<file path="src/rtl/demux1to2_buf.sv">
// -----------------------------------------------------------------------------
// demux1to2_buf
//
// Buffered 1-to-2 demultiplexer. One input stream (valid/ready) is steered by
// `sel` into one of two independent FIFOs. Each FIFO drains through its own
// valid/ready output port, so the two consumers may stall independently.
//
// Parameters
//   WIDTH : data width of the input and both outputs (default 4)
//   DEPTH : entries per output FIFO, 2 or 4 only (default 2)
//
// Ports
//   clk       : rising-edge clock
//   rst       : synchronous, active-high reset (clears storage, pointers, counts)
//   d         : input data word
//   sel       : destination select, 0 -> y0, 1 -> y1
//   in_valid  : d/sel valid this cycle
//   in_ready  : FIFO addressed by sel is not full
//   y0/y1     : head of FIFO 0 / FIFO 1
//   y0_valid/y1_valid : FIFO 0 / FIFO 1 non-empty
//   y0_ready/y1_ready : consumer takes the head this cycle
//   cnt0/cnt1 : 8-bit wrapping count of words accepted into each FIFO
//               (present only when DEMUX1TO2_STATS_EN is defined)
//
// Optional feature macro: DEMUX1TO2_STATS_EN
// -----------------------------------------------------------------------------
module demux1to2_buf #(
    parameter int WIDTH = 4,
    parameter int DEPTH = 2
) (
    input  logic             clk,
    input  logic             rst,
    input  logic [WIDTH-1:0] d,
    input  logic             sel,
    input  logic             in_valid,
    output logic             in_ready,
    output logic [WIDTH-1:0] y0,
    output logic             y0_valid,
    input  logic             y0_ready,
    output logic [WIDTH-1:0] y1,
    output logic             y1_valid,
    input  logic             y1_ready
`ifdef DEMUX1TO2_STATS_EN
    ,
    output logic [7:0]       cnt0,
    output logic [7:0]       cnt1
`endif
);

    localparam int PW = $clog2(DEPTH);
    localparam int CW = $clog2(DEPTH + 1);

    localparam logic [CW-1:0]    OCC_FULL  = CW'(DEPTH);
    localparam logic [CW-1:0]    OCC_ONE   = CW'(1);
    localparam logic [CW-1:0]    OCC_ZERO  = {CW{1'b0}};
    localparam logic [PW-1:0]    PTR_ONE   = PW'(1);
    localparam logic [PW-1:0]    PTR_ZERO  = {PW{1'b0}};
    localparam logic [WIDTH-1:0] DATA_ZERO = {WIDTH{1'b0}};

    // Per-FIFO state, index 0 feeds y0 and index 1 feeds y1.
    logic [WIDTH-1:0] mem_q  [2][DEPTH];
    logic [PW-1:0]    rptr_q [2];
    logic [PW-1:0]    rptr_d [2];
    logic [PW-1:0]    wptr_q [2];
    logic [PW-1:0]    wptr_d [2];
    logic [CW-1:0]    occ_q  [2];
    logic [CW-1:0]    occ_d  [2];

    logic [1:0] valid_s;
    logic [1:0] ready_s;
    logic [1:0] push_s;
    logic [1:0] pop_s;

    // Handshake decode: in_ready looks only at registered occupancy, so a full
    // FIFO refuses input even while it is being drained in the same cycle.
    always_comb begin
        valid_s[0] = (occ_q[0] != OCC_ZERO);
        valid_s[1] = (occ_q[1] != OCC_ZERO);
        ready_s    = {y1_ready, y0_ready};
        if (sel) begin
            in_ready = (occ_q[1] != OCC_FULL);
        end else begin
            in_ready = (occ_q[0] != OCC_FULL);
        end
        push_s[0] = in_valid & in_ready & ~sel;
        push_s[1] = in_valid & in_ready & sel;
        pop_s     = valid_s & ready_s;
    end

    // Next-state for pointers and occupancy; push+pop together leaves the
    // occupancy unchanged while both pointers advance.
    always_comb begin
        for (int i = 0; i < 2; i++) begin
            if (push_s[i]) begin
                wptr_d[i] = wptr_q[i] + PTR_ONE;
            end else begin
                wptr_d[i] = wptr_q[i];
            end
            if (pop_s[i]) begin
                rptr_d[i] = rptr_q[i] + PTR_ONE;
            end else begin
                rptr_d[i] = rptr_q[i];
            end
            case ({push_s[i], pop_s[i]})
                2'b10:   occ_d[i] = occ_q[i] + OCC_ONE;
                2'b01:   occ_d[i] = occ_q[i] - OCC_ONE;
                default: occ_d[i] = occ_q[i];
            endcase
        end
    end

    // State registers and storage; reset clears storage so heads read as zero.
    always_ff @(posedge clk) begin
        if (rst) begin
            for (int i = 0; i < 2; i++) begin
                rptr_q[i] <= PTR_ZERO;
                wptr_q[i] <= PTR_ZERO;
                occ_q[i]  <= OCC_ZERO;
                for (int j = 0; j < DEPTH; j++) begin
                    mem_q[i][j] <= DATA_ZERO;
                end
            end
        end else begin
            for (int i = 0; i < 2; i++) begin
                rptr_q[i] <= rptr_d[i];
                wptr_q[i] <= wptr_d[i];
                occ_q[i]  <= occ_d[i];
                if (push_s[i]) begin
                    mem_q[i][wptr_q[i]] <= d;
                end
            end
        end
    end

    assign y0       = mem_q[0][rptr_q[0]];
    assign y1       = mem_q[1][rptr_q[1]];
    assign y0_valid = valid_s[0];
    assign y1_valid = valid_s[1];

`ifdef DEMUX1TO2_STATS_EN
    logic [7:0] stat_q [2];

    // Accepted-word counters, wrapping naturally at 8 bits.
    always_ff @(posedge clk) begin
        if (rst) begin
            stat_q[0] <= 8'd0;
            stat_q[1] <= 8'd0;
        end else begin
            for (int i = 0; i < 2; i++) begin
                if (push_s[i]) begin
                    stat_q[i] <= stat_q[i] + 8'd1;
                end
            end
        end
    end

    assign cnt0 = stat_q[0];
    assign cnt1 = stat_q[1];
`endif

endmodule

</file>
<file path="config.mk">
export PLATFORM = sky130hd
export DESIGN_NAME = demux1to2_buf
export DESIGN_NICKNAME = d
export VERILOG_FILES = /design/src/rtl/demux1to2_buf.sv
export SDC_FILE = /design/constraint.sdc
export NUM_CORES = 1
export LEC_CHECK = 0
export ABC_CLOCK_PERIOD_IN_PS = 2400
export BUFFER_PORTS_ARGS = -buffer_cell sky130_fd_sc_hd__buf_2
export CORE_AREA = 2 2 66 68
export CTS_BUF_LIST = sky130_fd_sc_hd__clkbuf_16
export DETAILED_ROUTE_END_ITERATION = 12
export DIE_AREA = 0 0 68 70
export GPL_TIMING_DRIVEN = 0
export PLACE_DENSITY_LB_ADDON = 0.08
export SETUP_SLACK_MARGIN = 0.2
export SYNTH_ARGS = -nofsm -noshare
export SYNTH_HDL_FRONTEND = slang
export SYNTH_SLANG_ARGS = --single-unit
</file>
<file path="constraint.sdc">
create_clock -name clk -period 2.4 [get_ports clk]
set_clock_uncertainty 0.15 [all_clocks]
set_input_delay 0.72 -clock clk [delete_from_list [all_inputs] [get_ports clk]]
set_output_delay 0.72 -clock clk [all_outputs]
set_load 0.005 [all_outputs]
</file>
==> results.cfg, run 1 <==
[synthesis]
synth.avg_cell_area_sq_um = 12.0
yosysSeqAreaShare_pct = 54.9
postSynthCellCount = 97
ys_ff_latch = 24
ys_types = 27
syn_area_sq_um = 1170
synth_nets = 109
yosysWarnings = 0

[clocking]
clockBufferDepth = 2
cts_tree = built
cts_hold_buf = 0
cts_sinks = 24
postCtsSetupRepairBufs = 0
cts-htree-levels = 1
root_buffer = clkbuf_16
numCtsBuffers = 3
clkLatencyLatePin_ns = 0.25
clk_pin_slew_ns = 0.06
cts-resized-gates = 1

[timing]
final_hold_viol_count = 0
tightestPinTransition_ns = 0.487
slew_viol_final = 0
post-route-min-period_ns = 2.09
max_freq_mhz = 478
setup_violations = 0
rsz0062_at_grt = false
relSlewSlack_pct = 67.5
finalCritPeriodShare_pct = 87.2
tns_ns = 0

[worst_setup_path]
cp.arrival_ns = 1.22
slowest_delay_ns = 0.19
reg2reg_to = occ_q[0][3]
worst-path-buf-inv = 2
setup.worst_path.end_class = primary output
start_kind = primary input
reg2reg_slack_ns = 0.62
r2r_cells = 5
crit_chain = clkbuf_2 -> mux2i_1 -> buf_2
cp_slowest_cell = mux2i_1
crit_fanout = 8
path_class = primary input to primary output
critPathRequiredTime_ns = 1.53
rr_startpoint = occ_q[0][2]
critPathTopFamily = buffers and inverters

[power]
seq_power_share_pct = 45.0
p_per_area_nw_per_um2 = 934
total_power_mw = 1.31
clock_power_share_pct = 26.7
p_int_mw = 0.945
swShare_pct = 27.9
power_frac_comb_pct = 28.3
irDropWorstVdd_mv = 0.399
p_leak_nw = 0.581
switchingPower_mw = 0.366

[finish]
syn_to_final_growth_pct = 20.3
antenna_cells = 0
nets = 133
drive_gt1_share_pct = 31.1
layout.cells.non_filler = 171

[hold_path]
min_path_type = flip-flop to flip-flop
min_from = occ_q[0][1]
min_to = occ_q[0][1]
holdPathStages = 2

[detailed_routing]
drtPass1Iterations = 4
wirelength_um = 2240
vias = 751
avgViaCountPerCell = 4.39
drc = 0
wire_per_inst_um = 13.1
final_antenna_net_count = 0
drt_iter0_drc = 36

[global_routing]
grt_max_degree = 13
antenna_found_initial = 0
first_global_vias = 779
grt_overflow = 0
grt_pass1_wl_um = 3730
grt_use_total_pct = 10.7

[die]
pin_count = 21
row_count = 24
die_w_um = 68
design.core.area_sq_um = 4140
die_y_um = 70
die_area_sq_um = 4760
start_util_pct = 28.2

[place]
numPortBuffers = 19
dp_hpwl_um = 1690
numPlacedInstances = 168
routabilityCongestion = 0.681

[job]
cap_violations = 0

[status]
status = completed
==> worst min-delay path, cell delays in order, from the launching register on <==
cell     delay [ns]
dfxtp_1        0.34
o21ai_0        0.09
a21oi_1        0.06
==> worst max-delay path by stage <==
stage                            from           to  slack [ns]  depth (start not counted)
after global placement            sel  occ_q[0][3]        0.08                          5
final                             sel     in_ready        0.31                          3
after global routing      occ_q[0][1]     in_ready        0.22                          3
after floorplan                   sel  occ_q[0][3]        0.24                          5
after CTS                         sel     in_ready        0.29                          3
after detailed placement          sel  occ_q[0][3]        0.07                          5
==> cell type report <==
type	count	area, sq um
fillers	436	2740
flip-flops and latches	24	641
multi-input cells	67	504
repair buffers	19	95.1
clock buffers	3	75.1
well taps	52	65.1
inverters	4	15.0
plain buffers	2	8.76
==> metal layers <==
metal | up-vias | track usage, % | wire [um]
met4 | 0 | 4.00 | 19
met1 | 348 | 14.9 | 1090
met3 | 2 | 2.74 | 106
met5 | - | 0 | 0
li1 | 388 | - | -
met2 | 13 | 15.7 | 1030
==> per-stage QoR <==
| step | area, sq um | worst slack, ns | utilization (%) | hold slack (ns) |
|---|---|---|---|---|
| floorplan | 1170 | 0.238 | - | 0.338 |
| global placement | 1330 | 0.0817 | 32.0 | 0.368 |
| detailed placement | 1330 | 0.0677 | 32.0 | 0.380 |
| CTS | 1400 | 0.290 | 33.9 | 0.391 |
| global route | 1400 | 0.225 | 33.9 | 0.437 |
| finish | 1400 | 0.307 | 33.9 | 0.385 |
==> cell usage in the layout (no fill, tap or decap) <==
cell type / count
xnor2_1: 4
nand2b_1: 3
nand4bb_1: 1
a21oi_1: 2
nor2b_1: 5
inv_1: 4
or3_1: 2
nor4b_2: 2
mux2_2: 8
dfxtp_1: 8
edfxtp_1: 16
o21ai_0: 2
and2_1: 12
buf_2: 19
nand2_1: 1
or2_2: 2
a21o_1: 2
nor2_1: 8
mux2i_1: 1
nand3_1: 1
clkbuf_1: 1
a41o_1: 1
clkbuf_16: 3
ha_1: 2
o21bai_1: 2
clkbuf_2: 1
o21a_1: 2
xor2_1: 2
a31o_2: 1
nor4_2: 1
==> sequential cells by signal (all words and copies together) (netlist names) <==
register and cells:
mem_q 16, occ_q 4, rptr_q 2, wptr_q 2
==> kinds of logic after synthesis <==
logic type,Yosys count,share of synthesized area (%)
flops,24,54.9
xor+xnor,6,4.50
fa+ha+maj,2,2.14
simple gates,38,20.8
buf+inv,6,1.93
compound gates,12,7.18
mux,9,8.57
==> synthesized netlist by cell type <==
cell,count,share of area (%)
clkbuf_1,2,0.64
dfxtp_1,8,14
edfxtp_1,16,41
nand2b_1,3,1.6
nor2b_1,5,2.7
nand2_1,1,0.32
nor2_1,8,2.6
nor4_2,1,1.1
xor2_1,2,1.5
mux2_2,8,7.7
o21bai_1,2,1.3
nand4bb_1,1,0.96
ha_1,2,2.1
nor4b_2,2,2.6
inv_1,4,1.3
o21ai_0,2,0.86
a41o_1,1,0.86
a21o_1,2,1.3
o21a_1,2,1.3
or3_1,2,1.1
xnor2_1,4,3.0
mux2i_1,1,0.86
nand3_1,1,0.43
a21oi_1,2,0.86
and2_1,12,6.4
a31o_2,1,0.75
or2_2,2,1.1
==> power by group through the flow <==
stage	combinational (mW)	clock [mW]	sequential [mW]
after CTS	0.378	0.364	0.592
after global placement	0.369	0	0.599
after floorplan	0.272	0	0.578
after detailed placement	0.373	0	0.601
after global routing	0.421	0.374	0.603
final	0.371	0.350	0.590
(Power assumes the default switching activity.)
==> run 2: changes to the inputs <==
--- a/config.mk
+++ b/config.mk
@@ -12,8 +12,8 @@
 export DETAILED_ROUTE_END_ITERATION = 12
 export DIE_AREA = 0 0 68 70
 export GPL_TIMING_DRIVEN = 0
-export PLACE_DENSITY_LB_ADDON = 0.08
 export SETUP_SLACK_MARGIN = 0.2
+export SLEW_MARGIN = 10
 export SYNTH_ARGS = -nofsm -noshare
 export SYNTH_HDL_FRONTEND = slang
 export SYNTH_SLANG_ARGS = --single-unit
==> run 2 against run 1 <==
Net effect:
- first-iteration DRC count up 36%
- sequential power is essentially flat
- power up 1.2%
- critical endpoint unchanged
- highest routed layer unchanged
==> results.cfg, run 2 (synthesis results as in run 1) <==
[timing]
worst_hold_slack_ns = 0.378
tightestPinTransition_ns = 0.471
tns_ns = 0
post-route-min-period_ns = 2.15
rsz0062_at_grt = false
final_hold_viol_count = 0
slew_viol_final = 0
relSlewSlack_pct = 68.5
setup_violations = 0
max_freq_mhz = 466
finalCritPeriodShare_pct = 89.5

[place]
dp_hpwl_um = 1700
routabilityCongestion = 0.755
numPlacedInstances = 168
numPortBuffers = 19

[die]
die_y_um = 70
design.core.area_sq_um = 4140
die_w_um = 68
pin_count = 21
row_count = 24
start_util_pct = 28.2
die_area_sq_um = 4760

[detailed_routing]
drt_iter0_drc = 49
wire_per_inst_um = 13.0
final_antenna_net_count = 0
drc = 0
avgViaCountPerCell = 4.55
wirelength_um = 2240
vias = 782
drtPass1Iterations = 4

[global_routing]
grtUsageMet3_pct = 2.42
use_met1_pct = 11.7
top_usage_layer = met2
grt_use_total_pct = 10.3
grt.met2_usage_pct = 18.0
first_global_vias = 808
grt_pass1_wl_um = 3590
grt_overflow = 0
antenna_found_initial = 0
grt_max_degree = 14

[worst_setup_path]
reg2reg_to = occ_q[0][3]
critPathRequiredTime_ns = 1.53
cp.arrival_ns = 1.28
path_class = primary input to primary output
crit_fanout = 8
crit_end = in_ready
setup.worst_path.end_class = primary output
reg2reg_slack_ns = 0.58
rr_startpoint = occ_q[0][2]
r2r_cells = 5
start_kind = primary input
crit_start = sel

[finish]
layout.cells.non_filler = 172
largest_register_ffs = 16
antenna_cells = 0
n_fill_cell = 426
final_cell_mix = buf_2 (20), edfxtp_1 (16), and2_1 (12)
reg_top3 = mem_q (16), occ_q (4)
largest-register = mem_q
drive_gt1_share_pct = 30.8
ff_latch_area_sq_um = 641
nets = 133
multi_input_area_sq_um = 504
layout_commonest_cell = buf_2
syn_to_final_growth_pct = 20.6

[job]
cap_violations = 0

[clocking]
clk_pin_slew_ns = 0.06
clkLatencyLatePin_ns = 0.25
cts-htree-levels = 1
numCtsBuffers = 3
cts_sinks = 24
cts_tree = built
clockBufferDepth = 2
postCtsSetupRepairBufs = 0
root_buffer = clkbuf_16

[power]
p_per_area_nw_per_um2 = 942
total_power_mw = 1.33
p_leak_nw = 0.582
irDropWorstVdd_mv = 0.270

[status]
status = completed

[hold_path]
min_path_type = flip-flop to flip-flop
==> run 2: stage by stage <==
stage,worst slack (ns),area [sq um],utilization [%]
final,0.252,1410,34.0
after global routing,0.206,1410,34.0
after CTS,0.243,1410,34.0
after detailed placement,0.0679,1330,32.0
after global placement,0.122,1330,32.0
after floorplan,0.238,1170,-
==> run 2: worst min-delay path by stage <==
| stage | start | to | slack, ns | cells past startpoint |
|---|---|---|---|---|
| 6_report | occ_q[0][3] | occ_q[0][3] | 0.38 | 2 |
| 3_5_place_dp | occ_q[0][3] | occ_q[0][3] | 0.37 | 2 |
| 4_1_cts | occ_q[0][3] | occ_q[0][3] | 0.38 | 2 |
| 3_3_place_gp | occ_q[0][1] | occ_q[0][1] | 0.35 | 2 |
| 5_1_grt | occ_q[0][3] | occ_q[0][3] | 0.43 | 2 |
| 2_1_floorplan | occ_q[0][1] | occ_q[0][1] | 0.34 | 2 |
==> run 2: where the power goes <==
group	internal, mW	switching, mW	leakage [nW]
Clock	0.222	0.132	0.0385
Combinational	0.214	0.167	0.310
Sequential	0.512	0.0789	0.233
Total	0.949	0.378	0.582
==> run 2: worst max-delay path, stage by stage <==
cell and delay, ns:
buf_2 0.18, mux2i_1 0.23, buf_2 0.14
==> run 2: repair_timing <==
action | CTS | global route
setup endpoints to repair | 1 | 1
resized for setup | 1 | 1
pin swaps | 0 | 0
hold buffers | 0 | 0
==> run 2: area by class of cell <==
cell class	instances	area share (%)
repair buffers	19	6.76
plain buffers	2	0.622
clock buffers	3	5.33
well taps	52	4.62
multi-input cells	67	35.8
flip-flops and latches	24	45.5
inverters	4	1.07
clock inverters	1	0.267
==> run 2: per-layer routing <==
| metal | routed length, um | up-vias |
|---|---|---|
| met5 | 0 | - |
| met4 | 36 | 0 |
| met3 | 141 | 5 |
| met2 | 1150 | 18 |
| met1 | 912 | 370 |
| li1 | - | 389 |
